## src/rtl/grad_step_update_pkg.sv

```systemverilog
// Shared constants, state encoding and helpers for the gradient-descent
// iteration controller and its saturating subtractor.
package grad_des_pkg;

   // Q8.8 fixed-point constants
   localparam int          Q88_W   = 16;
   localparam logic [15:0] Q88_MAX = 16'h7FFF;
   localparam logic [15:0] Q88_MIN = 16'h8000;
   localparam logic [15:0] Q88_ONE = 16'h0100;

   // Q24.8 objective value format
   localparam int Q24_8_W    = 32;
   localparam int Q24_8_FRAC = 8;

   // Controller state encoding
   localparam logic [2:0] ST_IDLE   = 3'd0;
   localparam logic [2:0] ST_LOAD   = 3'd1;
   localparam logic [2:0] ST_ISSUE  = 3'd2;
   localparam logic [2:0] ST_WAIT   = 3'd3;
   localparam logic [2:0] ST_UPDATE = 3'd4;
   localparam logic [2:0] ST_CHECK  = 3'd5;
   localparam logic [2:0] ST_FINISH = 3'd6;

   typedef enum logic [2:0] {
      S_IDLE   = ST_IDLE,
      S_LOAD   = ST_LOAD,
      S_ISSUE  = ST_ISSUE,
      S_WAIT   = ST_WAIT,
      S_UPDATE = ST_UPDATE,
      S_CHECK  = ST_CHECK,
      S_FINISH = ST_FINISH
   } state_t;

   // Magnitude of a Q8.8 value in 17 bits, so |16'h8000| is 32768 rather than wrapping.
   function automatic logic [16:0] abs17(input logic [15:0] v);
      logic [16:0] r;
      if (v[15]) begin
         r = 17'd0 - {1'b1, v};
      end else begin
         r = {1'b0, v};
      end
      return r;
   endfunction

endpackage

```

## src/rtl/grad_step_update_if.sv

```systemverilog
// Handshake and data bundle between the iteration controller (master)
// and the finite-difference gradient stage (slave).
interface grad_step_update_if;
   import grad_des_pkg::*;

   logic                grad_start;
   logic [Q88_W-1:0]    grad_a;
   logic [Q88_W-1:0]    grad_b;
   logic [Q88_W-1:0]    grad_c;
   logic [Q88_W-1:0]    grad_d;
   logic                grad_done;
   logic [Q24_8_W-1:0]  grad_value;
   logic [Q88_W-1:0]    a_diff;
   logic [Q88_W-1:0]    b_diff;
   logic [Q88_W-1:0]    c_diff;
   logic [Q88_W-1:0]    d_diff;
   logic                grad_overflow;

   modport master (
      output grad_start, grad_a, grad_b, grad_c, grad_d,
      input  grad_done, grad_value, a_diff, b_diff, c_diff, d_diff, grad_overflow
   );

   modport slave (
      input  grad_start, grad_a, grad_b, grad_c, grad_d,
      output grad_done, grad_value, a_diff, b_diff, c_diff, d_diff, grad_overflow
   );

endinterface

```

## src/rtl/grad_step_update_sat_sub.sv

```systemverilog
// Q8.8 signed subtract y = a - b with saturation to the Q8.8 range.
module q88_sat_sub
   import grad_des_pkg::*;
(
   input  logic [15:0] i_a,
   input  logic [15:0] i_b,
   output logic [15:0] o_y,
   output logic        o_sat
);

   logic [16:0] w_diff;

   // 17-bit difference; the top two bits disagreeing means the result left the 16-bit range
   always_comb begin
      w_diff = {i_a[15], i_a} - {i_b[15], i_b};
      o_y    = w_diff[15:0];
      o_sat  = 1'b0;
      case (w_diff[16:15])
         2'b01: begin
            o_y   = Q88_MAX;
            o_sat = 1'b1;
         end
         2'b10: begin
            o_y   = Q88_MIN;
            o_sat = 1'b1;
         end
         default: begin
            o_y   = w_diff[15:0];
            o_sat = 1'b0;
         end
      endcase
   end

endmodule

```

## src/rtl/grad_step_update.sv

```systemverilog
// Gradient-descent iteration controller: launches one gradient evaluation per
// iteration, applies saturating steps to the (a,b,c,d) point and terminates on
// convergence, iteration limit, gradient-stage overflow or wait timeout.
module grad_step_update
   import grad_des_pkg::*;
#(
   parameter logic [15:0] MAX_ITER     = 16'd256,
   parameter logic [15:0] EPSILON      = 16'h0001,
   parameter logic [15:0] WAIT_TIMEOUT = 16'd1024
) (
   input  logic                clk,
   input  logic                rst,
   input  logic                start,
   input  logic [15:0]         a_init,
   input  logic [15:0]         b_init,
   input  logic [15:0]         c_init,
   input  logic [15:0]         d_init,
   grad_step_update_if.master  gif,
   output logic [15:0]         a_out,
   output logic [15:0]         b_out,
   output logic [15:0]         c_out,
   output logic [15:0]         d_out,
   output logic [Q24_8_W-1:0]  value_out,
   output logic [15:0]         iter_count,
   output logic                busy,
   output logic                done,
   output logic                converged,
   output logic                sat_flag,
   output logic                err_overflow,
   output logic                err_timeout
);

   state_t r_state, w_state_next;

   logic [15:0] r_pa, r_pb, r_pc, r_pd;
   logic [15:0] r_da, r_db, r_dc, r_dd;
   logic [Q24_8_W-1:0] r_value;
   logic [15:0] r_iter, r_wait_cnt;
   logic r_busy, r_done, r_grad_start;
   logic r_conv, r_sat, r_eovf, r_eto;

   logic [15:0] w_na, w_nb, w_nc, w_nd;
   logic w_sat_a, w_sat_b, w_sat_c, w_sat_d;
   logic [15:0] w_wait_inc;
   logic w_timeout, w_all_small, w_iter_limit;

   q88_sat_sub u_sub_a (.i_a(r_pa), .i_b(r_da), .o_y(w_na), .o_sat(w_sat_a));
   q88_sat_sub u_sub_b (.i_a(r_pb), .i_b(r_db), .o_y(w_nb), .o_sat(w_sat_b));
   q88_sat_sub u_sub_c (.i_a(r_pc), .i_b(r_dc), .o_y(w_nc), .o_sat(w_sat_c));
   q88_sat_sub u_sub_d (.i_a(r_pd), .i_b(r_dd), .o_y(w_nd), .o_sat(w_sat_d));

   assign w_wait_inc   = r_wait_cnt + 16'd1;
   assign w_timeout    = (w_wait_inc >= WAIT_TIMEOUT);
   assign w_iter_limit = (r_iter == MAX_ITER);
   assign w_all_small  = (abs17(r_da) <= {1'b0, EPSILON}) && (abs17(r_db) <= {1'b0, EPSILON}) &&
                         (abs17(r_dc) <= {1'b0, EPSILON}) && (abs17(r_dd) <= {1'b0, EPSILON});

   // State register
   always_ff @(posedge clk) begin
      if (rst) begin
         r_state <= S_IDLE;
      end else begin
         r_state <= w_state_next;
      end
   end

   // Next-state selection; grad_done beats timeout, convergence beats the iteration limit
   always_comb begin
      w_state_next = r_state;
      case (r_state)
         S_IDLE: begin
            if (start) begin
               w_state_next = S_LOAD;
            end else begin
               w_state_next = S_IDLE;
            end
         end
         S_LOAD:   w_state_next = S_ISSUE;
         S_ISSUE:  w_state_next = S_WAIT;
         S_WAIT: begin
            if (gif.grad_done) begin
               if (gif.grad_overflow) begin
                  w_state_next = S_FINISH;
               end else begin
                  w_state_next = S_UPDATE;
               end
            end else if (w_timeout) begin
               w_state_next = S_FINISH;
            end else begin
               w_state_next = S_WAIT;
            end
         end
         S_UPDATE: w_state_next = S_CHECK;
         S_CHECK: begin
            if (w_all_small) begin
               w_state_next = S_FINISH;
            end else if (w_iter_limit) begin
               w_state_next = S_FINISH;
            end else begin
               w_state_next = S_ISSUE;
            end
         end
         S_FINISH: w_state_next = S_IDLE;
         default:  w_state_next = S_IDLE;
      endcase
   end

   // Datapath and registered status outputs; pulses are aligned with the state they mark
   always_ff @(posedge clk) begin
      if (rst) begin
         r_pa <= 16'd0; r_pb <= 16'd0; r_pc <= 16'd0; r_pd <= 16'd0;
         r_da <= 16'd0; r_db <= 16'd0; r_dc <= 16'd0; r_dd <= 16'd0;
         r_value      <= 32'd0;
         r_iter       <= 16'd0;
         r_wait_cnt   <= 16'd0;
         r_busy       <= 1'b0;
         r_done       <= 1'b0;
         r_grad_start <= 1'b0;
         r_conv       <= 1'b0;
         r_sat        <= 1'b0;
         r_eovf       <= 1'b0;
         r_eto        <= 1'b0;
      end else begin
         r_grad_start <= (w_state_next == S_ISSUE);
         r_done       <= (w_state_next == S_FINISH);
         r_busy       <= (w_state_next != S_IDLE);
         case (r_state)
            S_LOAD: begin
               r_pa <= a_init; r_pb <= b_init; r_pc <= c_init; r_pd <= d_init;
               r_iter     <= 16'd0;
               r_wait_cnt <= 16'd0;
               r_conv     <= 1'b0;
               r_sat      <= 1'b0;
               r_eovf     <= 1'b0;
               r_eto      <= 1'b0;
            end
            S_ISSUE: r_wait_cnt <= 16'd0;
            S_WAIT: begin
               r_wait_cnt <= w_wait_inc;
               if (gif.grad_done) begin
                  if (gif.grad_overflow) begin
                     r_eovf <= 1'b1;
                  end else begin
                     r_da <= gif.a_diff; r_db <= gif.b_diff;
                     r_dc <= gif.c_diff; r_dd <= gif.d_diff;
                     r_value <= gif.grad_value;
                  end
               end else if (w_timeout) begin
                  r_eto <= 1'b1;
               end
            end
            S_UPDATE: begin
               r_pa <= w_na; r_pb <= w_nb; r_pc <= w_nc; r_pd <= w_nd;
               r_sat  <= r_sat | w_sat_a | w_sat_b | w_sat_c | w_sat_d;
               r_iter <= r_iter + 16'd1;
            end
            S_CHECK: begin
               if (w_all_small) begin
                  r_conv <= 1'b1;
               end
            end
            default: begin
            end
         endcase
      end
   end

   assign gif.grad_start = r_grad_start;
   assign gif.grad_a     = r_pa;
   assign gif.grad_b     = r_pb;
   assign gif.grad_c     = r_pc;
   assign gif.grad_d     = r_pd;
   assign a_out          = r_pa;
   assign b_out          = r_pb;
   assign c_out          = r_pc;
   assign d_out          = r_pd;
   assign value_out      = r_value;
   assign iter_count     = r_iter;
   assign busy           = r_busy;
   assign done           = r_done;
   assign converged      = r_conv;
   assign sat_flag       = r_sat;
   assign err_overflow   = r_eovf;
   assign err_timeout    = r_eto;

endmodule

```

## src/flat_wrapper.sv

```systemverilog
// flat-port wrapper written by rule: the top's interface ports become plain ports
module grad_step_update_flat import grad_des_pkg::*;
#(
   parameter logic [15:0] MAX_ITER     = 16'd256,
   parameter logic [15:0] EPSILON      = 16'h0001,
   parameter logic [15:0] WAIT_TIMEOUT = 16'd1024
)
  (clk, rst, start, a_init, b_init, c_init, d_init, a_out, b_out, c_out, d_out, value_out, iter_count, busy, done, converged, sat_flag, err_overflow, err_timeout, gif_grad_start, gif_grad_a, gif_grad_b, gif_grad_c, gif_grad_d, gif_grad_done, gif_grad_value, gif_a_diff, gif_b_diff, gif_c_diff, gif_d_diff, gif_grad_overflow);
  grad_step_update_if gif_i ();
  input  logic clk;
  input  logic rst;
  input  logic start;
  input  logic [15:0] a_init;
  input  logic [15:0] b_init;
  input  logic [15:0] c_init;
  input  logic [15:0] d_init;
  output logic [15:0] a_out;
  output logic [15:0] b_out;
  output logic [15:0] c_out;
  output logic [15:0] d_out;
  output logic [Q24_8_W-1:0] value_out;
  output logic [15:0] iter_count;
  output logic busy;
  output logic done;
  output logic converged;
  output logic sat_flag;
  output logic err_overflow;
  output logic err_timeout;
  output wire logic [$bits(gif_i.grad_start)-1:0] gif_grad_start;
  output wire logic [$bits(gif_i.grad_a)-1:0] gif_grad_a;
  output wire logic [$bits(gif_i.grad_b)-1:0] gif_grad_b;
  output wire logic [$bits(gif_i.grad_c)-1:0] gif_grad_c;
  output wire logic [$bits(gif_i.grad_d)-1:0] gif_grad_d;
  input wire logic [$bits(gif_i.grad_done)-1:0] gif_grad_done;
  input wire logic [$bits(gif_i.grad_value)-1:0] gif_grad_value;
  input wire logic [$bits(gif_i.a_diff)-1:0] gif_a_diff;
  input wire logic [$bits(gif_i.b_diff)-1:0] gif_b_diff;
  input wire logic [$bits(gif_i.c_diff)-1:0] gif_c_diff;
  input wire logic [$bits(gif_i.d_diff)-1:0] gif_d_diff;
  input wire logic [$bits(gif_i.grad_overflow)-1:0] gif_grad_overflow;
  assign gif_grad_start = gif_i.grad_start;
  assign gif_grad_a = gif_i.grad_a;
  assign gif_grad_b = gif_i.grad_b;
  assign gif_grad_c = gif_i.grad_c;
  assign gif_grad_d = gif_i.grad_d;
  assign gif_i.grad_done = gif_grad_done;
  assign gif_i.grad_value = gif_grad_value;
  assign gif_i.a_diff = gif_a_diff;
  assign gif_i.b_diff = gif_b_diff;
  assign gif_i.c_diff = gif_c_diff;
  assign gif_i.d_diff = gif_d_diff;
  assign gif_i.grad_overflow = gif_grad_overflow;
  grad_step_update #(.MAX_ITER(MAX_ITER), .EPSILON(EPSILON), .WAIT_TIMEOUT(WAIT_TIMEOUT)) u_core (.clk(clk), .rst(rst), .start(start), .a_init(a_init), .b_init(b_init), .c_init(c_init), .d_init(d_init), .gif(gif_i), .a_out(a_out), .b_out(b_out), .c_out(c_out), .d_out(d_out), .value_out(value_out), .iter_count(iter_count), .busy(busy), .done(done), .converged(converged), .sat_flag(sat_flag), .err_overflow(err_overflow), .err_timeout(err_timeout));
endmodule
```

## config.mk

```make
export PLATFORM = sky130hd
export DESIGN_NAME = grad_step_update_flat
export DESIGN_NICKNAME = d
export VERILOG_FILES = /design/src/rtl/grad_step_update_pkg.sv /design/src/rtl/grad_step_update_if.sv /design/src/rtl/grad_step_update_sat_sub.sv /design/src/rtl/grad_step_update.sv /design/src/flat_wrapper.sv
export SDC_FILE = /design/constraint.sdc
export NUM_CORES = 1
export LEC_CHECK = 0
export CAP_MARGIN = 30
export CELL_PAD_IN_SITES_DETAIL_PLACEMENT = 0
export CELL_PAD_IN_SITES_GLOBAL_PLACEMENT = 2
export CORE_UTILIZATION = 25
export CTS_CLUSTER_DIAMETER = 150
export DETAILED_ROUTE_END_ITERATION = 8
export PLACE_DENSITY = 0.77
export SETUP_SLACK_MARGIN = 0.5
export SLEW_MARGIN = 10
export SYNTH_ARGS = -nofsm -noshare
export SYNTH_HDL_FRONTEND = slang
export SYNTH_SLANG_ARGS = --single-unit
```

## constraint.sdc

```tcl
create_clock -name clk -period 4.1 [get_ports clk]
set_clock_uncertainty 0.1 [all_clocks]
set_input_delay 0.615 -clock clk [delete_from_list [all_inputs] [get_ports clk]]
set_output_delay 0.615 -clock clk [all_outputs]
set_load 0.02 [all_outputs]
```

==> summary.md <==
| Metric | Value |
|---|---|
| RR Startpoint | u_core.d_out[0] |
| First-pass GRT wire length | ~77,000 um |
| Total core area | around 51,000 um^2 |
| Synth Instances | between 1.5k and 2k |
| Primary FF master, synth | dfxtp_1 |
| Routed Antenna Nets | 0 |
| P_leak | roughly 6.7 nW |
| Fin nets | around 2.3k |
| Worst R2R Path Depth | 17 |
| Hold-fix buffers at CTS | 0 |
| Clock-pin slew on the worst setup and hold paths | about 60 ps |
| Drt pass-1 iters | 5 |
| Worst hold start | u_core.value_out[30] |
| # H-tree levels | 1 |
| Final period utilization | 0.847 |
| Setup tns final | 0 ps |
| CTS root buf | clkbuf_16 |
| Register-to-register path setup slack | ~630 ps |
| Residual DRC count | 0 |
| Final wirelength | around 50,000 um |
| Netlist cell types | a little over 80 |
| CP top delay family | compound AO/OA/AOI/OAI gates |
| Slowest-stage cell, CP | dfxtp_2 |
| Vias per cell | 4.93 |
| CTS tree | built |
| All-layer global routing usage | 0.184 |
| Mapped Nets | approximately 2.0k |
| Slew Viols, Final | 0 |
| Crit end category | register |
| Critical-path cell list | inv_1, ha_1, fa_2, nor2b_1, o21ai_0, nand2b_1, a21o_1, a31o_2, a31oi_4, o21ai_2, and2_1, o31ai_2, ha_1, o21ai_2, buf_6, a21oi_1, a311oi_1 |
| DR vias | around 13k |
| Initial Util | 0.255 |
| EDFF count, synth | 0 |
| Initial antenna violation count | 5 |
| RePlAce Congestion | 0.851 |
| Worst Hold End | u_core.value_out[30] |
| Yosys warnings | 0 |
| Worst-skew pair later-pin latency | 570 ps |
| Maximum vdd ir drop | about 310 uV |
| Die area | 52,600 um^2 |
| Rows | between 80 and 90 |
| Clock Sinks | ~200 |
| Setup CP Type | register to register |
| Startpoint Class | register |
| Average wire per standard cell | roughly 19 um |
| Ys async rst share | 0 |
| Largest net degree at the start of global routing | slightly above 90 |
| Global route overflow | 0 |
| TritonCTS Buffers | 28 |
| Worst hold path class | register to register |
| Rel. slew slack | 0.385 |
| Final setup violation count | 0 |
| Final min period | 3470 ps |
| Mapped Area | about 13,000 um^2 |
| Status | completed |
| Hold Fails Final Rpt | 0 |
| Initial drt markers | about 620 |
| Reg2Reg Capture Point | u_core.d_out[1] |
| Worst Path Required | about 4500 ps |
| Die Ht | around 230 um |
| Hold path cells | 2 |
| Post-DP HPWL | ~38,000 um |
| CP arrival | ~3800 ps |
| Measured slew at the worst slew-check pin | around 920 ps |
| Max FO, Critical Path | 8 |
| Die width | 229 um |
| Pwr Density | about 570 nW/um^2 |
| Synth Register Bits | about 200 |
| Vias in the first global route | 13.2k |
| Crit path buffers/inverters | 2 |
| CP peak stage delay | 330 ps |
| Max-cap violations | 0 |
| F_max | about 290 MHz |
| Syn Area/Cell | 7.46 um^2 |
| Layout cells sized above 1 | 0.117 |
| Total Power | between 10 and 15 mW |
| Synth-to-Final Area Change | 43.0% |
| Num ports | 348 |
| Port bufs | about 350 |
| Sequential area share after synthesis | 0.313 |
| Clock tree buffer depth | 3 |
| Unrepaired setup endpoints after global routing | no |
sequential cells by signal, summed over array words and instances, names as in the netlist:
signal                 cells
u_core.r_da               16
u_core.err_timeout         1
u_core.gif.grad_start      1
u_core.value_out          32
u_core.r_db               16
u_core.r_wait_cnt         16
u_core.busy                1
u_core.b_out              16
u_core.err_overflow        1
u_core.r_dc               16
u_core.a_out              16
u_core.r_state             3
u_core.d_out              16
u_core.r_dd               16
u_core.sat_flag            1
u_core.iter_count         16
u_core.c_out              16
u_core.done                1
u_core.converged           1
layout by cell type, fill, tap and decap left out, types with 21 or more instances in the layout:
cell | netlist | final
a21oi_1 | 224 | 215
a311oi_1 | 21 | 21
a31oi_1 | 30 | 25
buf_4 | 64 | 60
clkbuf_16 | 0 | 28
clkdlybuf4s50_1 | 0 | 346
dfxtp_1 | 202 | 185
ha_1 | 79 | 72
inv_1 | 103 | 100
nand2_1 | 286 | 284
nand3_1 | 40 | 40
nor2_1 | 91 | 91
nor3_1 | 80 | 78
o21ai_0 | 50 | 42
o22ai_1 | 55 | 55
xnor2_1 | 40 | 39
metrics by stage:
stage,area [um^2],setup WS (ps),instances,hold slack (ps),util
2_1_floorplan,12900,488,1732,350,-
5_1_grt,18500,472,2724,368,0.365
3_3_place_gp,16800,277,2636,343,0.332
6_report,18500,627,2724,353,0.365
4_1_cts,18000,496,2696,353,0.355
3_5_place_dp,16800,170,2637,346,0.332
metal layers:
| metal | track usage | up-vias | share of wire |
|---|---|---|---|
| met5 | 0 | - | 0.0011 |
| met4 | 0.0431 | 8 | 0.024 |
| met3 | 0.0321 | 74 | 0.042 |
| met2 | 0.314 | 269 | 0.48 |
| met1 | 0.240 | 6373 | 0.46 |
| li1 | - | 6696 | - |
cell usage after synthesis, types with 4 or more instances:
cell type | count | area, um^2
xor2_1 | 12 | 105
mux2i_1 | 6 | 60.1
or2_2 | 14 | 87.6
inv_1 | 103 | 387
a41oi_1 | 6 | 52.6
a31oi_1 | 30 | 188
a311oi_1 | 21 | 184
nand2b_1 | 16 | 100
nand3_1 | 40 | 200
o2111ai_1 | 7 | 61.3
fa_1 | 4 | 80.1
xnor2_1 | 40 | 350
dfxtp_1 | 202 | 4040
a21oi_1 | 224 | 1120
buf_1 | 5 | 18.8
clkbuf_1 | 81 | 304
o21a_1 | 17 | 128
and2_1 | 5 | 31.3
a211oi_1 | 6 | 45.0
o22ai_1 | 55 | 344
nor2_1 | 91 | 342
nor4_1 | 12 | 75.1
nor3_1 | 80 | 400
nor2b_1 | 14 | 87.6
o31ai_1 | 12 | 90.1
nand2_1 | 286 | 1070
nand4_1 | 16 | 100
ha_1 | 79 | 988
buf_4 | 64 | 480
a21o_1 | 17 | 128
buf_2 | 4 | 20.0
o21ai_0 | 50 | 250
or4_1 | 4 | 30.0
and3_1 | 11 | 68.8
o211ai_1 | 6 | 45.0
nand3b_1 | 4 | 30.0
or3_1 | 13 | 81.3
layout make-up:
| class | count | area, um^2 |
|---|---|---|
| Tap cell | 672 | 841 |
| Clock buffer | 39 | 822 |
| Antenna cell | 1 | 2.50 |
| Inverter | 103 | 387 |
| Multi-Input combinational cell | 1273 | 8000 |
| Timing Repair Buffer | 422 | 4170 |
| Fill cell | 5293 | 32100 |
| Clock inverter | 12 | 178 |
| Sequential cell | 202 | 4070 |
worst min-delay path: cells and delay by family (launching register included):
kind               cells  cell delay (ps)
AOI/OAI and AO/OA      1               50
DFF                    1              310
and+or+nand+nor        1               50
cells by family (layout without fill, tap and decap cells):
family | after synthesis | in the layout | synth area share
other | 0 | 1 | 0
adders and majority gates | 83 | 83 | 0.0827
buffers and inverters | 258 | 576 | 0.0945
AOI/OAI and AO/OA | 495 | 496 | 0.236
DFF | 202 | 202 | 0.313
xor gates and xnor gates | 52 | 52 | 0.0353
muxes | 9 | 9 | 0.00726
and+or+nand+nor | 633 | 633 | 0.231
repair_timing:
action / CTS / global route
endpoints found under the setup margin: 69 / 70
pin swaps: 11 / 31
setup buffers: 8 / 22
gates cloned: 0 / 3
gates resized for setup: 30 / 72
worst max path at each step:
stage	startpoint	end	cells past startpoint
final	u_core.d_out[0]	u_core.d_out[1]	17
after global routing	u_core.r_dd[0]	u_core.d_out[1]	16
after CTS	u_core.r_db[2]	u_core.b_out[8]	15
after detailed placement	u_core.r_dc[1]	u_core.c_out[1]	16
after global placement	u_core.r_dd[1]	u_core.gif.grad_start	11
after floorplan	u_core.c_out[1]	u_core.c_out[3]	17
power breakdown:
group / total [mW] / switching [mW] / internal [mW]
Sequential: 2.35 / 0.223 / 2.13
Clock: 2.63 / 0.989 / 1.65
Combinational: 5.50 / 2.86 / 2.65
Total: 10.5 / 4.07 / 6.42
No activity file was read; power rests on OpenSTA's default activity.
